`src/rtl/transmissor_ascii_n.sv`:
```
// Multi-character ASCII asynchronous serial transmitter.
// One partida pulse in INICIAL latches NCHAR 7-bit characters and sends them
// back-to-back, LSB first: start, d0..d6, optional parity, STOP_BITS stops.
// Ports:
//   clock, reset    system clock, synchronous active-high reset
//   partida         start request (accepted only when not transmitting)
//   dados           message, character k = dados[7k+6:7k], k=0 sent first
//   saida_serial    serial line, idle high
//   ocupado         high while a message is in flight
//   pronto          one-cycle pulse after the last stop bit
//   db_indice       index of the character being sent
//   db_estado       FSM state code
module transmissor_ascii_n #(
    parameter int unsigned NCHAR        = 8,
    parameter int unsigned CLKS_PER_BIT = 434,
    parameter int unsigned PARIDADE     = 1,
    parameter int unsigned STOP_BITS    = 1
) (
    input  logic                     clock,
    input  logic                     reset,
    input  logic                     partida,
    input  logic [7*NCHAR-1:0]       dados,
    output logic                     saida_serial,
    output logic                     ocupado,
    output logic                     pronto,
    output logic [$clog2(NCHAR):0]   db_indice,
    output logic [2:0]               db_estado
);

    localparam int unsigned BITS   = 8 + ((PARIDADE != 0) ? 1 : 0) + STOP_BITS;
    localparam int unsigned TICK_W = $clog2(CLKS_PER_BIT);
    localparam int unsigned BIT_W  = $clog2(BITS);
    localparam int unsigned IDX_W  = $clog2(NCHAR) + 1;
    localparam int unsigned MSG_W  = 7 * NCHAR;

    // PROXIMO keeps its code but is folded into the last stop-bit cycle.
    typedef enum logic [2:0] {
        INICIAL   = 3'd0,
        TRANSMITE = 3'd1,
        PROXIMO   = 3'd2,
        FINAL     = 3'd3
    } estado_t;

    estado_t             estado, estado_n;
    logic [MSG_W-1:0]    msg, msg_n;
    logic [IDX_W-1:0]    indice, indice_n;
    logic [BIT_W-1:0]    bit_cnt, bit_n;
    logic [TICK_W-1:0]   tick_cnt, tick_n;
    logic [6:0]          car_n;
    logic                saida_n, ocupado_n, pronto_n;

    // State and registered outputs.
    always_ff @(posedge clock) begin
        if (reset) begin
            estado       <= INICIAL;
            msg          <= '0;
            indice       <= '0;
            bit_cnt      <= '0;
            tick_cnt     <= '0;
            saida_serial <= 1'b1;
            ocupado      <= 1'b0;
            pronto       <= 1'b0;
        end else begin
            estado       <= estado_n;
            msg          <= msg_n;
            indice       <= indice_n;
            bit_cnt      <= bit_n;
            tick_cnt     <= tick_n;
            saida_serial <= saida_n;
            ocupado      <= ocupado_n;
            pronto       <= pronto_n;
        end
    end

    // Next state, counters, and the output values for the next cycle.
    always_comb begin
        estado_n  = estado;
        msg_n     = msg;
        indice_n  = indice;
        bit_n     = bit_cnt;
        tick_n    = tick_cnt;
        car_n     = 7'h7f;
        saida_n   = 1'b1;
        ocupado_n = 1'b0;
        pronto_n  = 1'b0;

        case (estado)
            // FINAL accepts a new request on its closing edge so a held
            // partida restarts on the very next cycle.
            INICIAL, FINAL: begin
                estado_n = INICIAL;
                if (partida) begin
                    estado_n = TRANSMITE;
                    msg_n    = dados;
                    indice_n = '0;
                    bit_n    = '0;
                    tick_n   = '0;
                end
            end
            TRANSMITE: begin
                if (tick_cnt == TICK_W'(CLKS_PER_BIT - 1)) begin
                    tick_n = '0;
                    if (bit_cnt == BIT_W'(BITS - 1)) begin
                        bit_n = '0;
                        if (indice == IDX_W'(NCHAR - 1)) begin
                            estado_n = FINAL;
                        end else begin
                            indice_n = indice + IDX_W'(1);
                        end
                    end else begin
                        bit_n = bit_cnt + BIT_W'(1);
                    end
                end else begin
                    tick_n = tick_cnt + TICK_W'(1);
                end
            end
            default: estado_n = INICIAL;
        endcase

        // Character addressed by the next index.
        for (int unsigned k = 0; k < NCHAR; k++) begin
            if (indice_n == IDX_W'(k)) begin
                car_n = msg_n[7*k +: 7];
            end
        end

        // Line value of frame bit bit_n for that character.
        if (estado_n == TRANSMITE) begin
            if (bit_n == BIT_W'(0)) begin
                saida_n = 1'b0;
            end else if (bit_n <= BIT_W'(7)) begin
                saida_n = car_n[3'(bit_n - BIT_W'(1))];
            end else if ((PARIDADE != 0) && (bit_n == BIT_W'(8))) begin
                saida_n = (PARIDADE == 1) ? ~^car_n : ^car_n;
            end else begin
                saida_n = 1'b1;
            end
        end

        ocupado_n = (estado_n == TRANSMITE);
        pronto_n  = (estado_n == FINAL);
    end

    assign db_indice = indice;
    assign db_estado = estado;

endmodule

```
`config.mk`:
```
export PLATFORM = sky130hd
export DESIGN_NAME = transmissor_ascii_n
export DESIGN_NICKNAME = d
export VERILOG_FILES = /design/src/rtl/transmissor_ascii_n.sv
export SDC_FILE = /design/constraint.sdc
export NUM_CORES = 1
export LEC_CHECK = 0
export ABC_AREA = 1
export CAP_MARGIN = 25
export CORE_AREA = 2 2 104 106
export CTS_CLUSTER_DIAMETER = 150
export CTS_CLUSTER_SIZE = 16
export DETAILED_ROUTE_END_ITERATION = 8
export DIE_AREA = 0 0 106 108
export PLACE_DENSITY_LB_ADDON = 0.15
export RECOVER_POWER = 100
export SLEW_MARGIN = 20
export SYNTH_ARGS = -nofsm -noshare
export SYNTH_HDL_FRONTEND = slang
export SYNTH_SLANG_ARGS = --single-unit
```
`constraint.sdc`:
```
create_clock -name clock -period 2.77 [get_ports clock]
set_input_delay 0.831 -clock clock [delete_from_list [all_inputs] [get_ports clock]]
set_output_delay 0.831 -clock clock [all_outputs]
set_load 0.02 [all_outputs]
```
==> flow_summary_export.csv, run 1 <==
group,metric,value,unit
status,status,"finished, final reports clean",
sta,timing.final.max_slew_violations,0,
power,power.density,385,mW/mm2
final_layout,n_antenna_cell,0,
power,sw_frac_of_total,0.263,
sta,setup_viol,0,
global_route,grt_pass1_vias,4059,
drt,ant_nets,0,
clock_tree,clockBufferDepth,2,
synth,synth-seq-cells,79,
power,intPower,1.76,mW
sta,post-route-period-util,0.972,
critical_path,r2r_start,"tick_cnt[1]",
synth,syn_inst,678,
critical_path,rr_endpoint,"saida_serial",
drt,wire_per_inst,12.5,um
power,clock_power_share,0.323,
clock_tree,clock_latency,0.35,ns
synth,synth_cell_type_count,38,
drt,wl,11800,um
synth,syn_nets,741,
synth,synth-seq-area-share,0.346,
global_route,antenna_found_initial,0,
sta,rsz0062_at_grt,"true",
power,pwr-share-seq,0.497,
synth,ys.flop_type,"dfxtp_1",
sta,worst_pin_slew,0.488,ns
clock_tree,cts.sinks,79,
global_route,grt_max_degree,39,
critical_path,cp_data_arrival_time,2.91,ns
clock_tree,ctsHoldBuffers,0,
synth,synth_enable_flop_cells,0,
place,hpwl,8640,um
worst_hold_path,hold_end,"tick_cnt[4]",
final_layout,nets,867,
sta,hold_violations,0,
drt,drtIter0Drc,161,
die,num_rows,37,
die,die_area,0.0114,mm2
clock_tree,root_buffer,"clkbuf_8",
worst_hold_path,whs_path_depth,2,
sta,max_freq,0.371,GHz
final_layout,design_area,0.00622,mm2
critical_path,reg2reg_depth,24,
worst_hold_path,hp-start,"tick_cnt[4]",
drt,vias,4484,
die,dieWidth,106,um
final_layout,drive_gt1_frac,0.223,
final_layout,synthToLayoutAreaGrowth,36.2,%
sta,fin_skew,0.0109,ns
flow_run,cap_violations,0,
global_route,grt_pass1_wl,18700,um
clock_tree,cts.clk_slew.worst_paths,0.08,ns
sta,tns,0,ns
worst_hold_path,hold_class,"flip-flop to flip-flop",
clock_tree,numCtsBuffers,9,
global_route,grt.total_usage,0.206,
final_layout,fin_cells,943,
drt,drcViolationCount,0,
sta,max_slew_margin,0.672,
final_layout,fillCellCount,977,
die,start_util,0.446,
critical_path,crit_type,"flip-flop to flip-flop",
synth,syn-cell-area,0.00457,mm2
synth,ys_warn_count,0,
final_layout,final_util,0.608,
sta,period_minus_slack,2.69,ns
synth,async_flop_share,0,
die,die_height,108,um
critical_path,worst_setup_path_start_kind,"flip-flop",
place,place_area,0.00579,mm2
place,portBuffers,68,
critical_path,rrSetupSlack,0.08,ns
place,placed_cells,916,
critical_path,end_kind,"flip-flop",
power,p_switching,0.628,mW
global_route,grt.overflow.total,0,
power,power.leakage,2.83,nW
die,coreArea,0.0102,mm2
critical_path,crit_required,2.99,ns
die,pin_count,69,
drt,viasPerCell,4.76,
clock_tree,cts_tree,"done",
critical_path,path_max_fanout,6,
place,place_congestion,0.886,
power,combPwrFrac,0.180,
synth,syn_area_per_cell,6.74,um2
clock_tree,ctsHtreeMaxLevel,3,
drt,first_pass_iters,5,
power,ir_worst_vdd,229,uV
## state kept, by name, summed over array words and instances, names as in the netlist
signal	flops
bit_cnt	4
db_estado	3
db_indice	4
msg	56
ocupado	1
pronto	1
saida_serial	1
tick_cnt	9
## through the flow
| stage | worst slack (ns) | hold WS (ns) | power, mW |
|---|---|---|---|
| 3_5_place_dp | -0.496 | 0.498 | 1.63 |
| 5_1_grt | -0.123 | 0.507 | 2.51 |
| 6_report | 0.0770 | 0.490 | 2.39 |
| 2_1_floorplan | 0.329 | 0.463 | 1.42 |
| 3_3_place_gp | -0.469 | 0.495 | 1.62 |
| 4_1_cts | 0.0719 | 0.508 | 2.41 |
## cells by family after synthesis
group           Yosys count  share of synthesized area
other cells               1                   0.000821
compound gates           67                     0.0806
flops                    79                      0.346
simple gates            339                      0.363
fa+ha+maj                 4                     0.0110
xor+xnor                  1                    0.00192
buf+inv                 166                      0.145
mux                      21                     0.0518
## power groups by stage
stage                     clock network (mW)  logic [mW]  registers, mW
after floorplan                            0       0.207           1.22
after global placement                     0       0.408           1.21
after detailed placement                   0       0.414           1.22
after CTS                              0.801       0.416           1.19
after global routing                   0.839       0.480           1.19
final                                  0.773       0.431           1.19
## critical path, cell delays in order (launching register included)
cell and delay [ns]:
dfxtp_2 0.33, inv_2 0.07, ha_4 0.15, nand2_4 0.06
nor2_4 0.14, nand2_4 0.09, nor2_4 0.17, nand3_2 0.13
nand2_4 0.10, a21oi_4 0.06, clkbuf_16 0.17, nand3_1 0.11
inv_1 0.05, nor2_1 0.20, nand4_1 0.12, nand2_1 0.09
nand2_1 0.05, nand2_1 0.08, nand2_1 0.05, nand2_1 0.06
nand2_1 0.07, inv_1 0.06, nand2_1 0.05, nand3_1 0.06
nand3_1 0.06
## Yosys cell counts, types with 2 or more instances
library cell  count  area share
inv_2             9      0.0074
nor2_2            4      0.0055
clkinv_1          2      0.0016
nor2_1           97       0.080
o21ai_1           4      0.0044
clkbuf_1          9      0.0074
and2_4            2      0.0038
buf_2             8      0.0088
nand3_2           8       0.018
ha_1              4       0.011
nand2_1         125        0.10
nand3_1          43       0.047
nor2_4            8       0.020
nand4_1          25       0.034
inv_1           132        0.11
nor3_1            4      0.0044
buf_6             3      0.0074
nand2_4           8       0.020
o21ai_0          42       0.046
nand2_2          11       0.015
dfxtp_1          79        0.35
a221oi_1          2      0.0038
mux2_2           21       0.052
a21oi_1          14       0.015
## worst max path at each step
stage	depth (start not counted)	end	start	slack (ns)
3_3_place_gp	21	saida_serial	partida	-0.47
5_1_grt	22	saida_serial	tick_cnt[1]	-0.12
2_1_floorplan	14	saida_serial	partida	0.33
4_1_cts	23	saida_serial	tick_cnt[1]	0.07
6_report	24	saida_serial	tick_cnt[1]	0.08
3_5_place_dp	21	saida_serial	partida	-0.50
## final cells by class
type | count | area [um2] | area share
multi-input cells | 433 | 2430 | 0.391
repair buffers | 137 | 1320 | 0.212
clock inverters | 1 | 5.00 | 0.000805
flip-flops and latches | 79 | 1590 | 0.255
clock buffers | 13 | 159 | 0.0256
inverters | 144 | 548 | 0.0881
well taps | 136 | 170 | 0.0274
## cells in the final DEF, fill, tap and decap left out, types with 6 or more instances in the layout
cell type and n:
clkdlybuf4s50_1 66, nor2_2 6, nand2_1 122, nand3_2 14
inv_2 9, nand2_4 12, buf_12 6, o21ai_0 41
inv_1 131, nand4_1 25, dfxtp_1 76, nand2_2 10
nand3_1 36, nor2_1 94, buf_4 59, a21oi_1 14
clkbuf_8 11, mux2_2 21, nor2_4 9
## what timing repair did
item	in CTS	in global routing
pin swaps	1	20
setup buffers	1	8
gates resized for setup	1	32
endpoints found under the setup margin	1	1
gates cloned	0	4
## layer usage
metal  part of all wire  global-route usage
met2               0.48               0.348
met3              0.043              0.0368
met4              0.011              0.0592
met5                  0                   0
met1               0.47               0.270
Power figures use the tool's default switching activity.
==> run 2, diff against run 1 <==
--- a/config.mk
+++ b/config.mk
@@ -18,3 +18,4 @@
 export SYNTH_ARGS = -nofsm -noshare
 export SYNTH_HDL_FRONTEND = slang
 export SYNTH_SLANG_ARGS = --single-unit
+export TNS_END_PERCENT = 30
==> results of run 2 <==
No change in the layout: final DEF, timing and power equal those of run 1.
